`config.mk`:
```
export PLATFORM = sky130hd
export DESIGN_NAME = prim_clock_mux_ctrl_flat
export DESIGN_NICKNAME = d
export VERILOG_FILES = /design/src/rtl/prim_clock_mux_ctrl_if.sv /design/src/rtl/prim_clock_mux_ctrl.sv /design/src/flat_wrapper.sv
export SDC_FILE = /design/constraint.sdc
export NUM_CORES = 1
export LEC_CHECK = 0
export CAP_MARGIN = 15
export CORE_MARGIN = 2
export CORE_UTILIZATION = 54
export CTS_CLUSTER_DIAMETER = 50
export DETAILED_ROUTE_END_ITERATION = 10
export PLACE_DENSITY = 0.76
export SYNTH_ARGS = -nofsm -noshare
export SYNTH_HDL_FRONTEND = slang
export SYNTH_SLANG_ARGS = --single-unit
```
`constraint.sdc`:
```
create_clock -name clk_i -period 3 [get_ports clk_i]
set_clock_uncertainty 0.15 [all_clocks]
set_input_delay 0.45 -clock clk_i [delete_from_list [all_inputs] [get_ports clk_i]]
set_output_delay 0.45 -clock clk_i [all_outputs]
set_load 0.03 [all_outputs]
```
`src/rtl/prim_clock_mux_ctrl_if.sv`:
```
// rtl/prim_clock_mux_ctrl_if.sv - request/status bundle between a requester and the clock mux controller
interface prim_clock_mux_ctrl_if;
    logic req_i;
    logic req_sel_i;
    logic sel_o;
    logic clk_en_o;
    logic busy_o;
    logic ack_o;
    logic err_o;

    modport master (
        output req_i,
        output req_sel_i,
        input  sel_o,
        input  clk_en_o,
        input  busy_o,
        input  ack_o,
        input  err_o
    );

    modport slave (
        input  req_i,
        input  req_sel_i,
        output sel_o,
        output clk_en_o,
        output busy_o,
        output ack_o,
        output err_o
    );
endinterface

```
`src/rtl/prim_clock_mux_ctrl.sv`:
```
// rtl/prim_clock_mux_ctrl.sv - glitch-free clock mux select sequencer (gate off, switch, gate on)
module prim_clock_mux_ctrl #(
    parameter int   SettleCycles = 4,
    parameter logic ResetSel     = 1'b0
) (
    input  logic                 clk_i,
    input  logic                 rst_ni,
    prim_clock_mux_ctrl_if.slave bus
);

    typedef enum logic [1:0] {
        IDLE     = 2'd0,
        GATE_OFF = 2'd1,
        SWITCH   = 2'd2
    } state_t;

    // Each gated phase lasts SettleCycles cycles: load N-1 and leave at zero.
    localparam logic [7:0] LP_RELOAD = 8'(SettleCycles - 1);

    state_t     r_state;
    logic [7:0] r_cnt;
    logic       r_tgt;
    logic       r_sel;
    logic       r_clk_en;
    logic       r_busy;
    logic       r_ack;
    logic       r_err;

    // Sequencer: all outputs are flops so nothing on req_i reaches an output combinationally.
    // A dropped request arriving in the final SWITCH cycle gets no err_o, because ack_o
    // fires that same cycle and the two pulses must never coincide.
    always_ff @(posedge clk_i) begin
        if (!rst_ni) begin
            r_state  <= IDLE;
            r_cnt    <= 8'd0;
            r_tgt    <= ResetSel;
            r_sel    <= ResetSel;
            r_clk_en <= 1'b1;
            r_busy   <= 1'b0;
            r_ack    <= 1'b0;
            r_err    <= 1'b0;
        end else begin
            r_ack <= 1'b0;
            r_err <= 1'b0;
            case (r_state)
                IDLE: begin
                    if (bus.req_i) begin
                        if (bus.req_sel_i != r_sel) begin
                            r_state  <= GATE_OFF;
                            r_clk_en <= 1'b0;
                            r_busy   <= 1'b1;
                            r_cnt    <= LP_RELOAD;
                            r_tgt    <= bus.req_sel_i;
                        end else begin
                            r_ack <= 1'b1;
                        end
                    end
                end
                GATE_OFF: begin
                    r_err <= bus.req_i;
                    if (r_cnt == 8'd0) begin
                        r_state <= SWITCH;
                        r_sel   <= r_tgt;
                        r_cnt   <= LP_RELOAD;
                    end else begin
                        r_cnt <= r_cnt - 8'd1;
                    end
                end
                SWITCH: begin
                    if (r_cnt == 8'd0) begin
                        r_state  <= IDLE;
                        r_clk_en <= 1'b1;
                        r_busy   <= 1'b0;
                        r_ack    <= 1'b1;
                    end else begin
                        r_cnt <= r_cnt - 8'd1;
                        r_err <= bus.req_i;
                    end
                end
                default: begin
                    r_state  <= IDLE;
                    r_clk_en <= 1'b1;
                    r_busy   <= 1'b0;
                end
            endcase
        end
    end

    assign bus.sel_o    = r_sel;
    assign bus.clk_en_o = r_clk_en;
    assign bus.busy_o   = r_busy;
    assign bus.ack_o    = r_ack;
    assign bus.err_o    = r_err;

endmodule
```
`src/flat_wrapper.sv`:
```
// flat-port wrapper written by rule: the top's interface ports become plain ports
module prim_clock_mux_ctrl_flat 
#(
    parameter int   SettleCycles = 4,
    parameter logic ResetSel     = 1'b0
)
  (clk_i, rst_ni, bus_req_i, bus_req_sel_i, bus_sel_o, bus_clk_en_o, bus_busy_o, bus_ack_o, bus_err_o);
  prim_clock_mux_ctrl_if bus_i ();
  input  logic clk_i;
  input  logic rst_ni;
  input wire logic [$bits(bus_i.req_i)-1:0] bus_req_i;
  input wire logic [$bits(bus_i.req_sel_i)-1:0] bus_req_sel_i;
  output wire logic [$bits(bus_i.sel_o)-1:0] bus_sel_o;
  output wire logic [$bits(bus_i.clk_en_o)-1:0] bus_clk_en_o;
  output wire logic [$bits(bus_i.busy_o)-1:0] bus_busy_o;
  output wire logic [$bits(bus_i.ack_o)-1:0] bus_ack_o;
  output wire logic [$bits(bus_i.err_o)-1:0] bus_err_o;
  assign bus_i.req_i = bus_req_i;
  assign bus_i.req_sel_i = bus_req_sel_i;
  assign bus_sel_o = bus_i.sel_o;
  assign bus_clk_en_o = bus_i.clk_en_o;
  assign bus_busy_o = bus_i.busy_o;
  assign bus_ack_o = bus_i.ack_o;
  assign bus_err_o = bus_i.err_o;
  prim_clock_mux_ctrl #(.SettleCycles(SettleCycles), .ResetSel(ResetSel)) u_core (.clk_i(clk_i), .rst_ni(rst_ni), .bus(bus_i));
endmodule
```
* After elaboration in Yosys (flattened, before gate mapping)
Cells that the tools add are included.
W data, S select, Z words.
** Cells by class
- $add $sub $neg :: 1
- Multiply operators :: 0
- Div/mod/pow operators :: 0
- Order comparisons :: 0
- Equal/unequal tests :: 8
- Shift operators :: 0
- Muxes and demuxes :: 24
- Bitwise operators :: 1
- Reductions and logical operators :: 8
** Operator list (count)
- $mux W8 :: 4
- $pmux W8 S3 :: 1
- $reduce_and A4 Y1 :: 3
- $mux W1 :: 10
- $logic_not A8 Y1 :: 1
- $mux W2 :: 4
- $sub A8 B1 Y8 const B :: 1
- $ne A2 B1 Y1 const B :: 3
- $pmux W1 S3 :: 2
- $pmux W2 S3 :: 1
- $ne A2 B2 Y1 const B :: 2
- $pmux W1 S2 :: 2
- $reduce_and A3 Y1 :: 1
- $reduce_bool A3 Y1 :: 1
- $eq A2 B1 Y1 const B :: 1
- $eq A2 B2 Y1 const B :: 1
- $logic_not A2 Y1 :: 1
- $reduce_and A2 Y1 :: 1
- $ne A1 B1 Y1 :: 1
- $not A1 Y1 :: 1
** Storage, ports and cells
- Register bits after elaboration :: 16
- Bits in latches :: 0
- Memory bits (writable) :: 0
- Memory bits (read-only) :: 0
- Output and inout bits :: 5
- Logic and storage cells :: 50
- Memories :: 0

* Logic depth before layout (Yosys ltp)
Gate-level depths: netlist of the first run.
- Word-level depth :: 4
- Gate-level depth with buffers :: 8

* Worst setup path after synthesis of the first run
OpenSTA, ideal clock, no wires.
- Path kind :: reg-to-reg
- Start :: register u_core.r_cnt[0]
- End :: register u_core.r_cnt[4]
- Library setup time :: 0.095 ns
- Data arrival time :: 1.837 ns
- Required time :: 2.755 ns
- Setup slack :: 0.918 ns
- Cell stages (with the launch flop) :: 8
- Period minus slack after synthesis :: 2.082 ns
- Cells stage by stage :: dfxtp_1 inv_1 ha_1 nor3b_2 and3_1 clkbuf_1 or4_1 a221oi_1
** Between the ends
- Longest elaborated chain between the ends :: 3
- Elaborated cells on any way between the ends :: 7
- Those cells by class :: add/sub: 1; eq/ne: 1; mux: 3; reduce/logical: 2
** RTL lines
- start: declaration :: RTL line prim_clock_mux_ctrl.sv:21 : logic [7:0] r_cnt;
- start signal: assignment :: RTL line prim_clock_mux_ctrl.sv:66 : r_cnt <= r_cnt - 8'd1;
- start signal: assignment :: RTL line prim_clock_mux_ctrl.sv:76 : r_cnt <= r_cnt - 8'd1;
- $sub A8 B1 Y8 / $logic_not A8 Y1 (equally long branches)
- $mux W8, or another cell as far along :: RTL line prim_clock_mux_ctrl.sv:70 : if (r_cnt == 8'd0) begin
- $pmux W8 S3 / $reduce_and A4 Y1 (equally long branches)
Several ways; a longest one is shown, not always the timed one. The select of a mux whose other input is x is not followed.
A chain may end at the register's enable or synchronous reset.

* Worst setup path after layout of the first run
- Start :: register u_core.r_cnt[0]
- End :: register u_core.r_cnt[5]
Same word-level chain as after synthesis.

==> results.md, run 1 <==
- Placed cells: 122
- Post-synth cell types: 40
- Arr. time, crit path: around 2300 ps
- Net switching power: around 0.56 mW
- Worst slew margin: 63.9%
- IO Count: 9
- Routed Antenna Nets: 0
- # DRC: 0
- Inserted Diodes: 0
- Post-cts resize count: 0
- Tcrit/Tclk final: 77.8%
- Starting DRT DRC Count: 24
- Share of flip-flops with an asynchronous set or reset: 0%
- Final setup vio count: 0
- Total CTS buffers: 3
- Setup CP Type: register to register
- # port buffers: 8
- Post-Synthesis Cells: about 100
- Final net count: 119
- Row count: 14
- Final Cell Area: 0.00104 mm^2
- Sequential fraction of the synthesis area: 34.7%
- Switching part of the total: 47.1%
- Total track usage: a little under a quarter
- Mapped Nets: 111
- Unrepaired setup endpoints after global routing: false
- Pin count of the biggest net entering global routing: 12
- GPL Wtd Cong: between 0.8 and 0.9
- Worst vdd rail ir drop: 0.630 mV
- Top-area cell type share of the netlist area: 34.7%
- Worst Hold Depth: 2
- Starting Density: about 60%
- Via/cell ratio: 6.71
- Dpl ws: 563 ps
- PwrDens: approximately 1100 mW/mm^2
- Initial antenna violation count: 0
- Clock transition at path regs: 110 ps
- Via count: between 800 and 900
- Ranking of synthesized cells by area: dfxtp_1 35%, a221oi_1 5.7%, ha_1 5.4%, inv_1 3.7%, o221a_2 3.7%
- Die ar.: 0.00205 mm^2
- Minimum clock period: between 2000 and 2500 ps
- Cell taking the most area after synthesis: dfxtp_1
- FF+latch count, synth: 16
- Worst Path Max Fanout: 7
- CTS root buf: clkbuf_4
- Pint: 0.628 mW
- Post-CTS setup buffer count: 0
- Max Cap Violations: 0
- Crit path launch type: register
- WP data required: approximately 3000 ps
- Clock Power Share: 12.6%
- Status: completed
- Slowest stage cell, crit path: a311oi_2
- Fill count: 131
- Main flop type after synthesis: dfxtp_1
- Die height: 45.3 um
- Reg power frac: 29.9%
- Worst skew pair latency: 290 ps
- Placed cell area: 1000 um^2
- DRT Pass-1 Iters: 4
- Core area: 0.00156 mm^2
- Slew at the pin closest to its max-slew limit: 541 ps
- Final setup margin: 665 ps
- Leak: 0.397 nW
- First-pass GRT wire length: 3.33 mm
- R2R depth: 6
- CTS Hold Bufs: 0
- WL final: 2.04 mm
- EDFF count, synth: 0
- Clk buf depth: 2
- H-tree levels: 1
- Share of cells above drive strength 1: between 10% and 20%
- Hold Path Class: register to register
- Non-Filler Instances: 126
- CTS Sinks: 16
- Hpwl dp: 1.44 mm
- Combinational power share: 57.5%
- Ys Warns: 0
- Drt wl/cell: 16.2 um
- Fin. max-slew vios: 0
- Area grow syn2layout: 12.3%
- TNS Setup: 0 ps
- Final hold vios: 0
- CTS tree: built
- Post-synthesis average cell area: 8.95 um^2
- Fmax: 0.428 GHz
- Number of global-route vias before repair: 737
- Worst path cell trace: inv_1 > ha_1 > nor3b_2 > nand2_1 > a311oi_2 > a221oi_1
- DIE WIDTH: 45.3 um
- Total power: 1.19 mW
- GR Overflow Total: 0
- Netlist Area Pre-Place: 922 um^2
- CP Capture Type: register
- Worst path max stage delay: 580 ps
-- cell type report --
class | count | area, um^2 | area share [%]
flip-flops and latches | 16 | 320 | 30.9
multi-input cells | 73 | 546 | 52.7
inverters | 9 | 33.8 | 3.26
clock buffers | 4 | 36.3 | 3.50
well taps | 16 | 20.0 | 1.93
repair buffers | 8 | 80.1 | 7.73
-- power groups by stage --
stage	registers, mW	clock network (mW)	logic (mW)
4_1_cts	0.353	0.154	0.674
5_1_grt	0.363	0.157	0.742
6_report	0.355	0.149	0.683
2_1_floorplan	0.373	0	0.499
3_5_place_dp	0.358	0	0.669
3_3_place_gp	0.356	0	0.652
-- registers in the layout (all words and copies together) (netlist names) --
register,count
u_core.bus.ack_o,1
u_core.bus.busy_o,1
u_core.bus.clk_en_o,1
u_core.bus.err_o,1
u_core.bus.sel_o,1
u_core.r_cnt,8
u_core.r_state,2
u_core.r_tgt,1
-- layer usage --
layer,part of all wire (%),global-route usage (%),vias to the layer above
met1,50,32.7,399
li1,-,-,419
met4,0.49,11.2,0
met5,0,0,-
met2,46,33.1,26
met3,4.1,2.80,2
-- logic make-up after synthesis --
kind of cell	count (synthesis)	share of synthesized area, %
xor gates and xnor gates	1	0.950
DFF	16	34.7
AOI/OAI and AO/OA	35	29.6
buffers and inverters	14	6.11
and+or+nand+nor	32	22.1
adders and majority gates	4	5.43
muxes	1	1.09
-- per-stage QoR --
stage | util [%] | hold slack [ps]
after floorplan | - | 315
after global placement | 64.1 | 338
after detailed placement | 64.1 | 343
after CTS | 66.5 | 367
after global routing | 66.5 | 378
final | 66.5 | 363
-- cell usage after synthesis (2+ instances only) --
cell type and instances:
buf_2 3, nand3b_1 2, inv_1 9, nor2_1 5, or2_2 2, o221a_2 3, o21ai_0 3, or3_1 2
o31ai_1 4, nor3_1 2, nand3_1 4, clkbuf_1 2, or4_1 3, a31o_2 2, ha_1 4, dfxtp_1 16
a21oi_1 6, a221oi_1 6, nand2_1 4
-- placed cells by master (no fill, tap or decap), types with 2 or more instances in the layout --
master / n
o21ai_0: 3
nand3_1: 4
dfxtp_1: 16
clkbuf_4: 3
nand3b_1: 2
clkdlybuf4s50_1: 8
inv_1: 9
nand2_1: 4
a221oi_1: 6
nor2_1: 5
nor3_1: 2
o221a_2: 3
or4_1: 3
or2_2: 2
ha_1: 4
a21oi_1: 6
o31ai_1: 4
or3_1: 2
a31o_2: 2
-- worst max-delay path: cells and delay by family (launching register included) --
family	cells	cell delay, ps
AO/OA/AOI/OAI	2	750
adder cells (fa/ha/maj)	1	200
buffers and inverters	1	70
flip-flops	1	360
AND/OR/NAND/NOR	2	650
-- worst paths after layout --
check             startpoint         endpoint  slack [ps]
max          u_core.r_cnt[0]  u_core.r_cnt[5]         660
min             u_core.r_tgt     u_core.r_tgt         360
min reg2reg     u_core.r_tgt     u_core.r_tgt         360
max reg2reg  u_core.r_cnt[0]  u_core.r_cnt[5]         660
Note: power is estimated with default switching activity, not from simulation.
==> run 2, diff against run 1 <==
==> constraint.sdc (replaced) <==
create_clock -name clk_i -period 2.25 [get_ports clk_i]
set_clock_uncertainty 0.15 [all_clocks]
set_input_delay 0.3375 -clock clk_i [delete_from_list [all_inputs] [get_ports clk_i]]
set_output_delay 0.3375 -clock clk_i [all_outputs]
set_load 0.03 [all_outputs]
==> results.md, run 2 (synthesis results as in run 1) <==
- Status: completed
- Initial antenna violation count: 0 (unchanged)
- Top flop regs: u_core.r_cnt (8), u_core.r_state (2)
- Share of cells above drive strength 1: 23.8% (+11 points)
- Hold Path Class: register to register
- CTS tree: built
- Combinational power share: 61.7% (+4.2 points)
- Pint: 0.964 mW (+53%)
- Most common cell after layout, fill and taps aside: dfxtp_1
- Dpl ws: 25.2 ps (-538 ps)
- Drt wl/cell: 15.7 um (-3.3%)
- Fmax: 0.462 GHz (+7.8%)
- Clock transition at path regs: 110 ps (about the same)
- WL final: 2.16 mm (+5.9%)
- Via/cell ratio: 6.43 (-4.3%)
- Starting DRT DRC Count: 17 (-29%)
- Minimum clock period: 2170 ps (-169 ps)
- FF+latch area: 322 um^2 (+0.39%)
- Starting Density: 59.1% (unchanged)
- Core Util, Final: 72.8% (+6.3 points)
- Core area: 0.00156 mm^2 (unchanged)
- # DRC: 0 (unchanged)
- Final net count: 131 (+10%)
- Unrepaired setup endpoints after global routing: false
- Final setup vio count: 0 (unchanged)
- Tcrit/Tclk final: 96.3% (+18 points)
- PwrDens: 1530 mW/mm^2 (+33%)
- Post-CTS setup buffer count: 0 (unchanged)
- Setup CP Type: register to register
- Arr. time, crit path: 2210 ps (-130 ps)
- Slew at the pin closest to its max-slew limit: 386 ps (-155 ps)
- Max Cap Violations: 0 (unchanged)
- Inserted Diodes: 0 (unchanged)
- CTS root buf: clkbuf_4
- Via count: 887 (+4.8%)
- Hpwl dp: 1.55 mm (+7.5%)
- Clk buf depth: 2 (unchanged)
- Total CTS buffers: 3 (unchanged)
- Multi-input logic area: 553 um^2 (+1.4%)
- IO Count: 9 (unchanged)
- # port buffers: 8 (unchanged)
- Number of flip-flops in the largest register: 8 (unchanged)
- CTS Hold Bufs: 0 (unchanged)
- Most flop-heavy register: u_core.r_cnt
- Non-Filler Instances: 138 (+9.5%)
- GPL Wtd Cong: 0.929 (+12%)
- Worst vdd rail ir drop: 0.755 mV (+20%)
- Most frequent cells in the layout: 15 x dfxtp_1, 12 x buf_4, 9 x inv_1
- Final setup margin: 83.4 ps (-581 ps)
- Leak: 0.456 nW (+15%)
- Pin count of the biggest net entering global routing: 12 (unchanged)
- Die ar.: 0.00205 mm^2 (unchanged)
- Placed cells: 134 (+9.8%)
- Row count: 14 (unchanged)
- Net switching power: 0.767 mW (+37%)
- Worst Path Max Fanout: 6 (-1)
- Total track usage: 25.1% (+2.5 points)
- CTS Sinks: 16 (unchanged)
- H-tree levels: 1 (unchanged)
- WP data required: 2290 ps (-710 ps)
- First-pass GRT wire length: 3.62 mm (+8.9%)
- TNS Setup: 0 ps (unchanged)
- Number of global-route vias before repair: 824 (+12%)
- Worst slew margin: 74.3% (+10 points)
- DRT Pass-1 Iters: 4 (unchanged)
- Switching part of the total: 44.3% (-2.8 points)
- Worst skew pair latency: 300 ps (about the same)
- Final hold vios: 0 (unchanged)
- Die height: 45.3 um (unchanged)
- Area grow syn2layout: 23.1%
- DIE WIDTH: 45.3 um (unchanged)
- Routed Antenna Nets: 0 (unchanged)
- Fill count: 129 (-1.5%)
- Fin. max-slew vios: 0 (unchanged)
- Crit path launch type: register
- Clock Power Share: 11.3% (-1.3 points)
- Reg power frac: 27.0% (-2.9 points)
- GR Overflow Total: 0 (unchanged)
- CP Capture Type: register
-- run 2: worst max-delay path: stages (launching register included) --
cell	delay [ps]
dfxtp_1	350
inv_1	50
ha_1	230
nor3b_2	200
and3_1	260
or4_1	550
a221oi_1	290
-- run 2: final timing paths --
check	start	cells after the start	slack [ps]	to
worst max-delay path	u_core.r_cnt[0]	6	80	u_core.r_cnt[4]
worst min-delay path	u_core.r_tgt	2	360	u_core.r_tgt
worst max register to register	u_core.r_cnt[0]	6	80	u_core.r_cnt[4]
worst min register to register	u_core.r_tgt	2	360	u_core.r_tgt
-- run 2: layer usage --
layer	up-vias	track usage (%)	part of all wire, %	routed length, um
met5	-	0	0	0
met4	0	14.1	2.7	58
met3	7	4.80	2.5	54
met2	15	37.1	43	938
met1	424	34.1	51	1110
li1	441	-	-	-
-- run 2: per-stage QoR --
| step | hold WS, ps | total power, mW | cell area [um^2] |
|---|---|---|---|
| 2_1_floorplan | 266 | 1.16 | 922 |
| 3_3_place_gp | 328 | 1.49 | 1090 |
| 3_5_place_dp | 344 | 1.50 | 1090 |
| 4_1_cts | 373 | 1.70 | 1130 |
| 5_1_grt | 400 | 1.86 | 1130 |
| 6_report | 365 | 1.73 | 1130 |
-- run 2: area by class of cell --
cell class,instances,share of cell area [%]
clock buffers,4,3.20
multi-input cells,73,48.7
repair buffers,20,15.0
well taps,16,1.76
flip-flops and latches,16,28.3
inverters,9,2.98
-- run 2: power by group through the flow --
stage | sequential (mW) | combinational, mW | clock [mW]
after floorplan | 0.497 | 0.665 | 0
after global placement | 0.467 | 1.02 | 0
after detailed placement | 0.470 | 1.03 | 0
after CTS | 0.464 | 1.05 | 0.194
after global routing | 0.479 | 1.16 | 0.215
final | 0.468 | 1.07 | 0.195
-- run 2: repair_timing --
item,4_1_cts,5_1_grt
endpoints found under the hold margin,0,0
resized for setup,0,3
endpoints found under the setup margin,0,4
==> run 3, diff against run 2 <==
--- a/config.mk
+++ b/config.mk
@@ -11,6 +11,7 @@
 export CTS_CLUSTER_DIAMETER = 50
 export DETAILED_ROUTE_END_ITERATION = 10
 export PLACE_DENSITY = 0.76
+export SLEW_MARGIN = 0
 export SYNTH_ARGS = -nofsm -noshare
 export SYNTH_HDL_FRONTEND = slang
 export SYNTH_SLANG_ARGS = --single-unit
==> results of run 3 <==
Final layout, timing and power as in run 2 (identical DEF).
